### config.mk
export PLATFORM = sky130hd
export DESIGN_NAME = regs_access_ctrl
export DESIGN_NICKNAME = d
export VERILOG_FILES = /design/src/rtl/regs_pkg.sv /design/src/rtl/regs_scoreboard.sv /design/src/rtl/regs_access_ctrl.sv
export SDC_FILE = /design/constraint.sdc
export NUM_CORES = 1
export LEC_CHECK = 0
export CAP_MARGIN = 20
export CORE_UTILIZATION = 41
export DETAILED_ROUTE_END_ITERATION = 16
export PLACE_DENSITY = 0.88
export SETUP_SLACK_MARGIN = 0.4
export SKIP_CTS_REPAIR_TIMING = 1
export SLEW_MARGIN = 20
export SYNTH_ARGS = -nofsm -noshare
export SYNTH_HDL_FRONTEND = slang
export SYNTH_SLANG_ARGS = --single-unit
### constraint.sdc
create_clock -name clk -period 3.2 [get_ports clk]
set_input_delay 0.64 -clock clk [delete_from_list [all_inputs] [get_ports clk]]
set_output_delay 0.64 -clock clk [all_outputs]
set_load 0.03 [all_outputs]
### src/rtl/regs_pkg.sv
// Shared types for the register-file access controller and its scoreboard.
package regs_pkg;
    localparam int REG_AW = 4;
    localparam int NREGS  = 16;

    typedef logic [REG_AW-1:0] regadr_t;
    typedef logic [31:0]       word_t;

    typedef enum logic [1:0] {IDLE, READ, HOLD} acc_state_t;
endpackage

### src/rtl/regs_scoreboard.sv
// Busy-bit scoreboard for pending writebacks and the issue hazard check.
module regs_scoreboard
    import regs_pkg::*;
#(
    parameter int FWD_EN = 1,
    parameter int NREGS  = 16
) (
    input  logic    clk,
    input  logic    reset,
    input  logic    set_en,
    input  regadr_t set_adr,
    input  logic    wb_valid,
    input  regadr_t wb_rdadr,
    input  logic    iss_valid,
    input  regadr_t rs1adr,
    input  regadr_t rs2adr,
    input  regadr_t rdadr,
    input  logic    rdwr,
    output logic    hazard
);
    logic [NREGS-1:0] busy_reg;
    logic [NREGS-1:0] busy_next;

    // A new reservation beats a writeback retiring the same register.
    generate
        for (genvar gi = 0; gi < NREGS; gi++) begin : g_busy
            if (gi == 0) begin : g_zero
                assign busy_next[gi] = 1'b0;
            end else begin : g_bit
                assign busy_next[gi] = (set_en && set_adr == regadr_t'(gi)) ? 1'b1 :
                                       (wb_valid && wb_rdadr == regadr_t'(gi)) ? 1'b0 :
                                       busy_reg[gi];
            end
        end
    endgenerate

    always_ff @(posedge clk) begin
        if (reset) begin
            busy_reg <= '0;
        end else begin
            busy_reg <= busy_next;
        end
    end

    logic rs1_busy, rs2_busy, rd_busy, wb_hit;

    always_comb begin
        rs1_busy = (rs1adr != '0) && busy_reg[rs1adr];
        rs2_busy = (rs2adr != '0) && busy_reg[rs2adr];
        rd_busy  = rdwr && busy_reg[rdadr];
        // Without forwarding, a writeback landing in the read cycle would be missed.
        wb_hit   = (FWD_EN == 0) && wb_valid && (wb_rdadr != '0) &&
                   ((wb_rdadr == rs1adr) || (wb_rdadr == rs2adr));
        hazard   = iss_valid && (rs1_busy || rs2_busy || rd_busy || wb_hit);
    end
endmodule

### src/rtl/regs_access_ctrl.sv
// Operand-fetch controller in front of the synchronous-read register file:
// absorbs read latency, forwards same-cycle writebacks, stalls on busy registers.
module regs_access_ctrl
    import regs_pkg::*;
#(
    parameter int FWD_EN = 1,
    parameter int NREGS  = 16
) (
    input  logic    clk,
    input  logic    reset,
    input  logic    iss_valid,
    output logic    iss_ready,
    input  regadr_t iss_rs1adr,
    input  regadr_t iss_rs2adr,
    input  regadr_t iss_rdadr,
    input  logic    iss_rdwr,
    output logic    op_valid,
    input  logic    op_ready,
    output word_t   op_rs1,
    output word_t   op_rs2,
    output regadr_t op_rdadr,
    output logic    op_rdwr,
    input  logic    wb_valid,
    input  regadr_t wb_rdadr,
    input  word_t   wb_data,
    output logic    rf_regwrite,
    output regadr_t rf_rdadr,
    output word_t   rf_rd,
    output regadr_t rf_rs1adr,
    output regadr_t rf_rs2adr,
    input  word_t   rf_rs1,
    input  word_t   rf_rs2
);
    acc_state_t state_reg, state_next;
    logic       hazard, accept, set_en, fwd_ok;

    regadr_t rs1_reg, rs2_reg, rd_reg;
    logic    rdwr_reg, fwd1_reg, fwd2_reg;
    word_t   wbd_reg;

    word_t   op_rs1_reg, op_rs2_reg;
    regadr_t op_rdadr_reg;
    logic    op_rdwr_reg, op_valid_reg;

    regs_scoreboard #(.FWD_EN(FWD_EN), .NREGS(NREGS)) u_scoreboard (
        .clk       (clk),
        .reset     (reset),
        .set_en    (set_en),
        .set_adr   (iss_rdadr),
        .wb_valid  (wb_valid),
        .wb_rdadr  (wb_rdadr),
        .iss_valid (iss_valid),
        .rs1adr    (iss_rs1adr),
        .rs2adr    (iss_rs2adr),
        .rdadr     (iss_rdadr),
        .rdwr      (iss_rdwr),
        .hazard    (hazard)
    );

    assign iss_ready = !reset && !hazard &&
                       (state_reg == IDLE || (state_reg == HOLD && op_ready));
    assign accept    = iss_valid && iss_ready;
    assign set_en    = accept && iss_rdwr && (iss_rdadr != '0);
    assign fwd_ok    = (FWD_EN != 0) && wb_valid && (wb_rdadr != '0);

    assign rf_regwrite = wb_valid && (wb_rdadr != '0) && !reset;
    assign rf_rdadr    = wb_rdadr;
    assign rf_rd       = wb_data;
    // The file samples its read address at the accept edge, so steer it straight from issue.
    assign rf_rs1adr   = accept ? iss_rs1adr : rs1_reg;
    assign rf_rs2adr   = accept ? iss_rs2adr : rs2_reg;

    assign op_valid = op_valid_reg;
    assign op_rs1   = op_rs1_reg;
    assign op_rs2   = op_rs2_reg;
    assign op_rdadr = op_rdadr_reg;
    assign op_rdwr  = op_rdwr_reg;

    always_comb begin
        state_next = state_reg;
        case (state_reg)
            IDLE:    if (accept) state_next = READ;
            READ:    state_next = HOLD;
            HOLD:    if (op_ready) state_next = accept ? READ : IDLE;
            default: state_next = IDLE;
        endcase
    end

    always_ff @(posedge clk) begin
        if (reset) begin
            state_reg    <= IDLE;
            rs1_reg      <= '0;
            rs2_reg      <= '0;
            rd_reg       <= '0;
            rdwr_reg     <= 1'b0;
            fwd1_reg     <= 1'b0;
            fwd2_reg     <= 1'b0;
            wbd_reg      <= '0;
            op_rs1_reg   <= '0;
            op_rs2_reg   <= '0;
            op_rdadr_reg <= '0;
            op_rdwr_reg  <= 1'b0;
            op_valid_reg <= 1'b0;
        end else begin
            state_reg <= state_next;
            if (accept) begin
                rs1_reg  <= iss_rs1adr;
                rs2_reg  <= iss_rs2adr;
                rd_reg   <= iss_rdadr;
                rdwr_reg <= iss_rdwr;
                fwd1_reg <= fwd_ok && (wb_rdadr == iss_rs1adr);
                fwd2_reg <= fwd_ok && (wb_rdadr == iss_rs2adr);
                wbd_reg  <= wb_data;
            end
            if (state_reg == READ) begin
                op_rs1_reg   <= fwd1_reg ? wbd_reg : rf_rs1;
                op_rs2_reg   <= fwd2_reg ? wbd_reg : rf_rs2;
                op_rdadr_reg <= rd_reg;
                op_rdwr_reg  <= rdwr_reg;
                op_valid_reg <= 1'b1;
            end else if (state_reg == HOLD && op_ready) begin
                op_valid_reg <= 1'b0;
            end
        end
    end
endmodule
# Word level (Yosys, flattened, before mapping)
# Index checks and enable logic that the tools add are counted.
dict set report classes {
  order_cmp 3
  n_eq_ne 36
  mux 46
  n_reduce_logical 71
}
# op n
set ops {}
lappend ops {{equality test 4 bit (second input constant)} 16}
lappend ops {{2-to-1 mux 32 bit} 2}
lappend ops {{logical AND 1 bit} 44}
lappend ops {{2-to-1 mux 1 bit} 36}
lappend ops {{equality test 4 x 3 -> 1 bit (second input constant)} 8}
lappend ops {{nonzero test 2 bit} 16}
lappend ops {{equality test 4 x 2 -> 1 bit (second input constant)} 4}
lappend ops {{nonzero test 4 bit} 4}
lappend ops {{< comparator 4 x 5 -> 1 bit (second input constant)} 3}
lappend ops {{binary-select mux 1 bit (select 4 bit)} 3}
lappend ops {{equality test 4 x 1 -> 1 bit (second input constant)} 2}
lappend ops {{equality test 4 bit} 2}
lappend ops {{2-to-1 mux 4 bit} 2}
lappend ops {{case mux 2 bit (3 select lines)} 1}
lappend ops {{2-to-1 mux 2 bit} 2}
lappend ops {{!= test 2 bit (second input constant)} 2}
lappend ops {{logical OR 1 bit} 3}
lappend ops {{equality test 2 x 1 -> 1 bit (second input constant)} 1}
lappend ops {{equality test 2 bit (second input constant)} 1}
lappend ops {{zero test 1 bit} 2}
lappend ops {{zero test 2 bit} 1}
lappend ops {{AND reduction 2 bit} 1}
dict set report totals {
  reg_bits 135
  output_inout_bits 116
}

# Longest topological paths before layout
# Gate-level depths: netlist of run 1.
dict set report logic_depth {
  depth_word 14
  ltp_mapped 8
  mapped_depth_nobuf 5
}

# Modules after synthesis
# A second synthesis of run 1 with hierarchy kept.
dict set report unflattened {
  cells_unflattened 702
  area_unflattened_um2 6416.2
}
# module instances cells_each area_per_inst_um2 seq_area_each_um2
set modules_own_cells {}
lappend modules_own_cells {regs_access_ctrl 1 595 5385.2 2382.3}
lappend modules_own_cells {regs_scoreboard 1 107 1031.0 300.3}

# Worst setup path after synthesis of run 1
# No wires, ideal clock.
dict set report synth_timing {
  path_kind {input port to output port}
  from {input port iss_rs1adr[0]}
  to {output port iss_ready}
  arrival_ns 3.732
  required_time_ns 2.560
  path_slack_ns -1.172
  stages 6
  n_path_buf 1
  cell_sequence {clkbuf_1 > mux4_2 > nor3b_1 > nor4_1 > or4_1 > a2111oi_0}
}
dict set report synth_via {
  elab_chain_len 9
}
# item line
set synth_rtl {}
lappend synth_rtl {{start, declared} regs_access_ctrl.sv:13} ;# input regadr_t iss_rs1adr,
lappend synth_rtl {{binary-select mux 1 bit (select 4 bit)} regs_scoreboard.sv:48} ;# rs1_busy = (rs1adr != '0) && busy_reg[rs1adr];
lappend synth_rtl {{2-to-1 mux 1 bit (not written as such)} regs_scoreboard.sv:48}
lappend synth_rtl {{logical AND 1 bit (*)} regs_scoreboard.sv:48}
lappend synth_rtl {{logical OR 1 bit (*) (2 in a row)} regs_scoreboard.sv:54} ;# hazard = iss_valid && (rs1_busy || rs2_busy || rd_busy || wb_hit);
lappend synth_rtl {{logical AND 1 bit (*)} regs_scoreboard.sv:54}
lappend synth_rtl {{zero test 1 bit (*)} regs_access_ctrl.sv:60} ;# assign iss_ready = !reset && !hazard &&
lappend synth_rtl {{logical AND 1 bit (*) (2 in a row)} regs_access_ctrl.sv:60}
lappend synth_rtl {{end, declared} regs_access_ctrl.sv:12} ;# output logic iss_ready,
# Mark *: on every way between the ends. The rest lies on a longest branch, timed or not. The select of a mux whose other input is x is not followed.

# Final worst setup path of run 1
dict set report layout_timing {
  from {input port iss_rdadr[1]}
  to {output port rf_rs1adr[1]}
}
dict set report layout_via {
  elab_chain_len 10
}
# item line
set layout_rtl {}
lappend layout_rtl {{start, declared} regs_access_ctrl.sv:15} ;# input regadr_t iss_rdadr,
lappend layout_rtl {{binary-select mux 1 bit (select 4 bit)} regs_scoreboard.sv:50} ;# rd_busy = rdwr && busy_reg[rdadr];
lappend layout_rtl {{2-to-1 mux 1 bit (not written as such)} regs_scoreboard.sv:50}
lappend layout_rtl {{logical AND 1 bit} regs_scoreboard.sv:50}
lappend layout_rtl {{logical OR 1 bit} regs_scoreboard.sv:54}
lappend layout_rtl {{logical AND 1 bit} regs_scoreboard.sv:54}
lappend layout_rtl {{zero test 1 bit} regs_access_ctrl.sv:60}
lappend layout_rtl {{logical AND 1 bit (2 in a row)} regs_access_ctrl.sv:60}
lappend layout_rtl {{logical AND 1 bit} regs_access_ctrl.sv:62} ;# assign accept = iss_valid && iss_ready;
lappend layout_rtl {{2-to-1 mux 4 bit} n/a}
lappend layout_rtl {{end, declared} regs_access_ctrl.sv:29} ;# output regadr_t rf_rs1adr,
# Every way passes these cells. The select of a mux whose other input is x is not followed.

==> results.sh, run 1 <==
export IMPL_status="finished, violations left"
export IMPL_failed_checks="negative setup slack"
export IMPL_power_frac_seq_pct=38.0
export IMPL_worstRegToRegCells=7
export IMPL_grt_pass1_vias=5641
export IMPL_cts_sinks=134
export IMPL_place_area_um2=9000
export IMPL_port_buffers=233
export IMPL_ys_seq_area_share_pct=40.9
export IMPL_p_sw_share_pct=27.5
export IMPL_cts_max_level=4
export IMPL_n_fill_cell=1183
export IMPL_power_frac_clock_pct=41.5
export IMPL_grt_pass1_wl_um=29400
export IMPL_critPathKind="in -> out"
export IMPL_drtAntennaViolNets=0
export IMPL_numCtsBuffers=17
export IMPL_end_kind="output pin"
export IMPL_hold_depth=2
export IMPL_power_switching_uw=1340
export IMPL_initial_utilization_pct=42.5
export IMPL_grt_overflow=0
export IMPL_drive_gt1_share_pct=20.9
export IMPL_worstPathCellList="dlymetal6s2s_1 > buf_4 > mux4_2 > nand2b_1 > o2111a_2 > or4b_4 > mux2_4 > buf_6"
export IMPL_area_growth_pct=48.9
export IMPL_final_util_pct=63.3
export IMPL_worstPathArrival_ns=2.69
export IMPL_ctsLongestPathBuffers=2
export IMPL_leakagePower_uw=0.00365
export IMPL_dieWidth_um=128
export IMPL_internal_power_uw=3520
export IMPL_relSlewSlack_pct=37.3
export IMPL_ir_worst_vdd_mv=0.383
export IMPL_ys_seq_elements=134
export IMPL_hold_end="op_rdadr[2]"
export IMPL_place_congestion=0.945
export IMPL_grt_max_degree=115
export IMPL_synth_warnings=0
export IMPL_critPathMaxStageDelay_ns=0.61
export IMPL_ys_flop_type="dfxtp_1"
export IMPL_fp_coreArea_um2=15400
export IMPL_vias=5797
export IMPL_dieArea_um2=16500
export IMPL_firstDrtPassIters=5
export IMPL_design_power_total_uw=4860
export IMPL_drv_slew=0
export IMPL_clkTransAtPathRegs_ns=0.06
export IMPL_num_antenna_cells=0
export IMPL_track_usage_pct=23.2
export IMPL_avgViaCountPerCell=5.36
export IMPL_synth_edf_count=0
export IMPL_antenna_found_initial=0
export IMPL_cp_required_ns=2.56
export IMPL_worst_slack_ns=-0.132
export IMPL_place_ws_ns=-1.14
export IMPL_synth_nets=774
export IMPL_pwr_share_comb_pct=20.5
export IMPL_routed_wl_um=19600
export IMPL_stdcell_area_um2=9760
export IMPL_crit_slowest_cell="or4b_4"
export IMPL_crit_fanout=5
export IMPL_synthCells=656
export IMPL_r2r_end="wbd_reg[6]"
export IMPL_period_share_pct=104
export IMPL_async_flop_share_pct=0
export IMPL_synth_area_um2=6550
export IMPL_period_needed_ns=3.33
export IMPL_setup_viol_count_final=9
export IMPL_pin_count=234
export IMPL_root_buffer="clkbuf_16"
export IMPL_holdCritPathClass="reg -> reg"
export IMPL_clock_latency_ns=0.42
export IMPL_drv_cap=0
export IMPL_min_from="op_rdadr[2]"
export IMPL_p_per_area_nw_per_um2=498
export IMPL_rrSetupSlack_ns=0.38
export IMPL_fmax_ghz=0.300
export IMPL_rsz0062_at_grt="true"
export IMPL_startpoint_type="input pin"
export IMPL_tightest_slew_ns=0.941
export IMPL_crit_buf_inv=3
export IMPL_hold_violations=0
export IMPL_r2r_start="u_scoreboard.busy_reg[6]"
export IMPL_nNetsFinal=975
export IMPL_path_delay_family="simple AND/OR/NAND/NOR gates"
export IMPL_drc_errors=0
export IMPL_drt_iter0_drc=317
export IMPL_fin_skew_ns=0.00879
export IMPL_syn_avg_cell_area_um2=9.99
export IMPL_synth_distinct_cells=36
export IMPL_dp_hpwl_um=13500
export IMPL_rows=45
export IMPL_routedWlPerCell_um=18.1
export IMPL_cts_tree="built"
export IMPL_die_y_um=128
placed cells by master, fill, tap and decap left out, drive strengths merged, types with 6 or more instances in the layout:
cell type,count
clkdlybuf4s50,211
dfxtp,134
mux2i,76
nor2,68
a211oi,64
mux2,55
buf,55
nor2b,45
nand2,24
clkbuf,19
o211ai,9
o31ai,8
xor2,8
nand3,8
dlymetal6s2s,8
mux4,7
nand3b,7
clkinv,7
inv,7
nand2b,6
a21oi,6
o41ai,6
through the flow:
step / TNS (ns) / hold WS [ns] / cells
global placement: -37.52 / 0.439 / 1048
global route: -1.62 / 0.485 / 1081
detailed placement: -41.78 / 0.446 / 1048
CTS: -14.71 / 0.454 / 1080
finish: -0.960 / 0.454 / 1081
floorplan: -0.712 / 0.427 / 656
kinds of logic after synthesis:
kind of cell,count (synthesis),share of synthesized area (%)
multiplexers,138,23.5
buffers and inverters,98,8.55
XOR/XNOR,8,1.07
AND/OR/NAND/NOR,175,13.5
AO/OA/AOI/OAI,103,12.5
flip-flops,134,40.9
area by class of cell:
cell class	instances	area (um^2)	share of cell area [%]
Multi-Input combinational cell	425	3480	35.7
Clock inverter	14	174	1.78
Timing Repair Buffer	275	2690	27.5
Clock buffer	18	439	4.50
Inverter	4	15.0	0.154
Tap cell	211	264	2.70
Sequential cell	134	2700	27.6
power groups by stage:
stage	sequential (uW)	clock (uW)	combinational, uW
2_1_floorplan	1990	0	451
3_3_place_gp	1880	0	952
3_5_place_dp	1880	0	970
4_1_cts	1850	2050	977
5_1_grt	1860	2140	1050
6_report	1850	2020	995
tightest hold or removal path: cells and delay by family (launching register included):
family	cells	cell delay, ns
flops	1	0.30
simple gates	1	0.05
compound gates	1	0.05
cells in the mapped netlist, drive strengths merged (7+ instances only):
cell	count	area share, %
dfxtp	134	41
mux2i	76	12
nor2	68	3.9
a211oi	64	7.3
mux2	55	9.5
buf	52	5.9
nor2b	45	4.3
clkbuf	42	2.4
nand2	24	1.4
o211ai	9	1.0
nand3	8	0.61
o31ai	8	0.92
xor2	8	1.1
mux4	7	2.4
nand3b	7	0.80
worst max-delay path by stage:
stage,cells after the start,startpoint,slack (ns),endpoint
CTS,8,iss_rs1adr[0],-1.14,rf_rs1adr[1]
global route,7,iss_rdadr[1],-0.20,rf_rs1adr[1]
detailed placement,8,iss_rs1adr[0],-1.14,rf_rs1adr[1]
floorplan,6,iss_rdadr[0],-0.08,iss_ready
global placement,7,iss_rs1adr[2],-1.08,rf_rs1adr[2]
finish,8,iss_rdadr[1],-0.13,rf_rs1adr[1]
layer usage:
metal	vias to the layer above	GRT usage (%)	routed length, um
li1	2731	-	-
met1	2731	26.6	7670
met2	293	40.7	9770
met3	42	6.49	1700
met4	0	9.76	458
met5	-	0	0
Note: power is estimated with default switching activity, not from simulation.
==> run 2, diff against run 1 <==
Settings changed: CORE_UTILIZATION 41 to 44, DONT_BUFFER_PORTS set to 1, GPL_TIMING_DRIVEN set to 0, PLACE_DENSITY 0.88 to 0.72.
==> results.sh, run 2 (synthesis gave the netlist of run 1 again) <==
export IMPL_critPathMaxStageDelay_ns=0.52
export IMPL_failed_checks="negative setup slack"
export IMPL_p_sw_share_pct=28.2
export IMPL_clock_latency_ns=0.42
export IMPL_p_per_area_nw_per_um2=589
export IMPL_place_congestion=0.911
export IMPL_pwr_share_comb_pct=12.6
export IMPL_ctsLongestPathBuffers=2
export IMPL_crit_cells=8
export IMPL_hold_depth=1
export IMPL_cts_sinks=134
export IMPL_power_frac_clock_pct=43.1
export IMPL_relSlewSlack_pct=45.1
export IMPL_port_buffers=0
export IMPL_drtAntennaViolNets=0
export IMPL_die_y_um=124
export IMPL_worstPathCellList="buf_8 > mux4_2 > nand2b_1 > o2111a_1 > or4b_1 > buf_6 > clkbuf_16 > mux2_4"
export IMPL_tightest_slew_ns=0.823
export IMPL_worstPathArrival_ns=2.77
export IMPL_grt_pass1_vias=4965
export IMPL_drv_cap=0
export IMPL_fin_skew_ns=0.0112
export IMPL_cp_required_ns=2.56
export IMPL_nNetsFinal=801
export IMPL_stdcell_area_um2=7630
export IMPL_area_growth_pct=16.5
export IMPL_final_util_pct=52.5
export IMPL_critPathKind="in -> out"
export IMPL_dieWidth_um=124
export IMPL_cts_tree="built"
export IMPL_status="finished, violations left"
export IMPL_antenna_found_initial=0
export IMPL_numCtsBuffers=17
export IMPL_firstDrtPassIters=4
export IMPL_ir_worst_vdd_mv=0.371
export IMPL_leakagePower_uw=0.00280
export IMPL_drv_slew=0
export IMPL_fp_coreArea_um2=14500
export IMPL_dieArea_um2=15400
export IMPL_dp_hpwl_um=14300
export IMPL_grt_overflow=0
export IMPL_most_common_layout_cells="130 x dfxtp_1, 76 x mux2i_1, 68 x nor2_1"
export IMPL_initial_utilization_pct=45.1
export IMPL_holdCritPathClass="in -> reg"
export IMPL_rows=44
export IMPL_root_buffer="clkbuf_16"
export IMPL_drc_errors=0
export IMPL_period_share_pct=107
export IMPL_end_kind="output pin"
export IMPL_setup_viol_count_final=9
export IMPL_avgViaCountPerCell=5.91
export IMPL_crit_fanout=8
export IMPL_fmax_ghz=0.293
export IMPL_routed_wl_um=19200
export IMPL_routedWlPerCell_um=21.8
export IMPL_place_area_um2=6890
export IMPL_cts_max_level=4
export IMPL_drive_gt1_share_pct=24.6
export IMPL_place_ws_ns=-0.300
export IMPL_track_usage_pct=24.2
export IMPL_clkTransAtPathRegs_ns=0.06
export IMPL_internal_power_uw=3230
export IMPL_crit_slowest_cell="or4b_1"
export IMPL_hold_violations=0
export IMPL_crit_buf_inv=3
export IMPL_worst_slack_ns=-0.213
export IMPL_layout_commonest_cell="dfxtp_1"
export IMPL_grt_max_degree=17
export IMPL_startpoint_type="input pin"
export IMPL_grt_pass1_wl_um=27300
export IMPL_drt_iter0_drc=318
export IMPL_path_delay_family="multiplexers"
export IMPL_num_antenna_cells=0
export IMPL_worstRegToRegCells=8
export IMPL_fin_hold_ws_ns=0.361
export IMPL_pin_count=234
export IMPL_vias=5200
export IMPL_tns_ns=-1.76
export IMPL_rsz0062_at_grt="true"
export IMPL_period_needed_ns=3.41
export IMPL_power_frac_seq_pct=44.2
export IMPL_power_switching_uw=1270
-- run 2: changes by cell type in the layout (fill, tap and decap cells not counted), moves of 5 or more --
| cell | change |
|---|---|
| dfxtp_1 | +5 |
| clkdlybuf4s50_1 | -211 |
| dlymetal6s2s_1 | -8 |
| buf_6 | -7 |
| clkbuf_1 | +40 |
-- run 2: worst register-to-register path, cell delays in order, from the launching register on --
cell      delay (ns)
dfxtp_1         0.35
mux4_2          0.48
nand2b_1        0.16
o2111a_1        0.15
or4b_1          0.52
buf_6           0.16
buf_4           0.16
buf_6           0.15
mux2_2          0.29
-- run 2: final timing paths --
check | slack, ns | to | from
setup / recovery | -0.21 | rf_rs1adr[0] | iss_rdadr[0]
hold / removal | 0.36 | wbd_reg[8] | wb_data[8]
setup reg to reg | 0.66 | rd_reg[2] | u_scoreboard.busy_reg[4]
hold reg to reg | 0.46 | op_rdadr[2] | rd_reg[2]
-- run 2: per-layer routing --
| metal | track usage [%] | part of all wire (%) | vias up |
|---|---|---|---|
| met5 | 0 | 0 | - |
| met3 | 7.69 | 9.0 | 51 |
| met2 | 40.6 | 49 | 254 |
| met4 | 12.4 | 3.7 | 0 |
| li1 | - | - | 2376 |
| met1 | 27.4 | 39 | 2519 |
-- run 2: final cells by class --
type | instances | area, um^2
Fill cell | 1288 | 6900
Multi-Input combinational cell | 424 | 3420
Sequential cell | 134 | 2690
Buffer | 94 | 608
Clock buffer | 20 | 467
Tap cell | 184 | 230
Clock inverter | 12 | 126
Timing Repair Buffer | 8 | 77.6
Inverter | 4 | 15.0
-- run 2: per-stage QoR --
stage               power [uW]  instances
floorplan                 2440        656
global placement          2550        840
detailed placement        2570        840
CTS                       4490        872
global route              4660        880
finish                    4490        880
-- run 2: power groups by stage --
stage          clock network [uW]  logic [uW]  registers (uW)
2_1_floorplan                   0         451            1990
3_3_place_gp                    0         528            2020
3_5_place_dp                    0         544            2020
4_1_cts                      1950         547            1990
5_1_grt                      2040         612            2000
6_report                     1940         568            1990
==> run 3, diff against run 2 <==
Settings changed: CTS_CLUSTER_SIZE set to 28, SLEW_MARGIN 20 to not set.
==> results of run 3 <==
Final layout, timing and power as in run 2 (identical DEF).
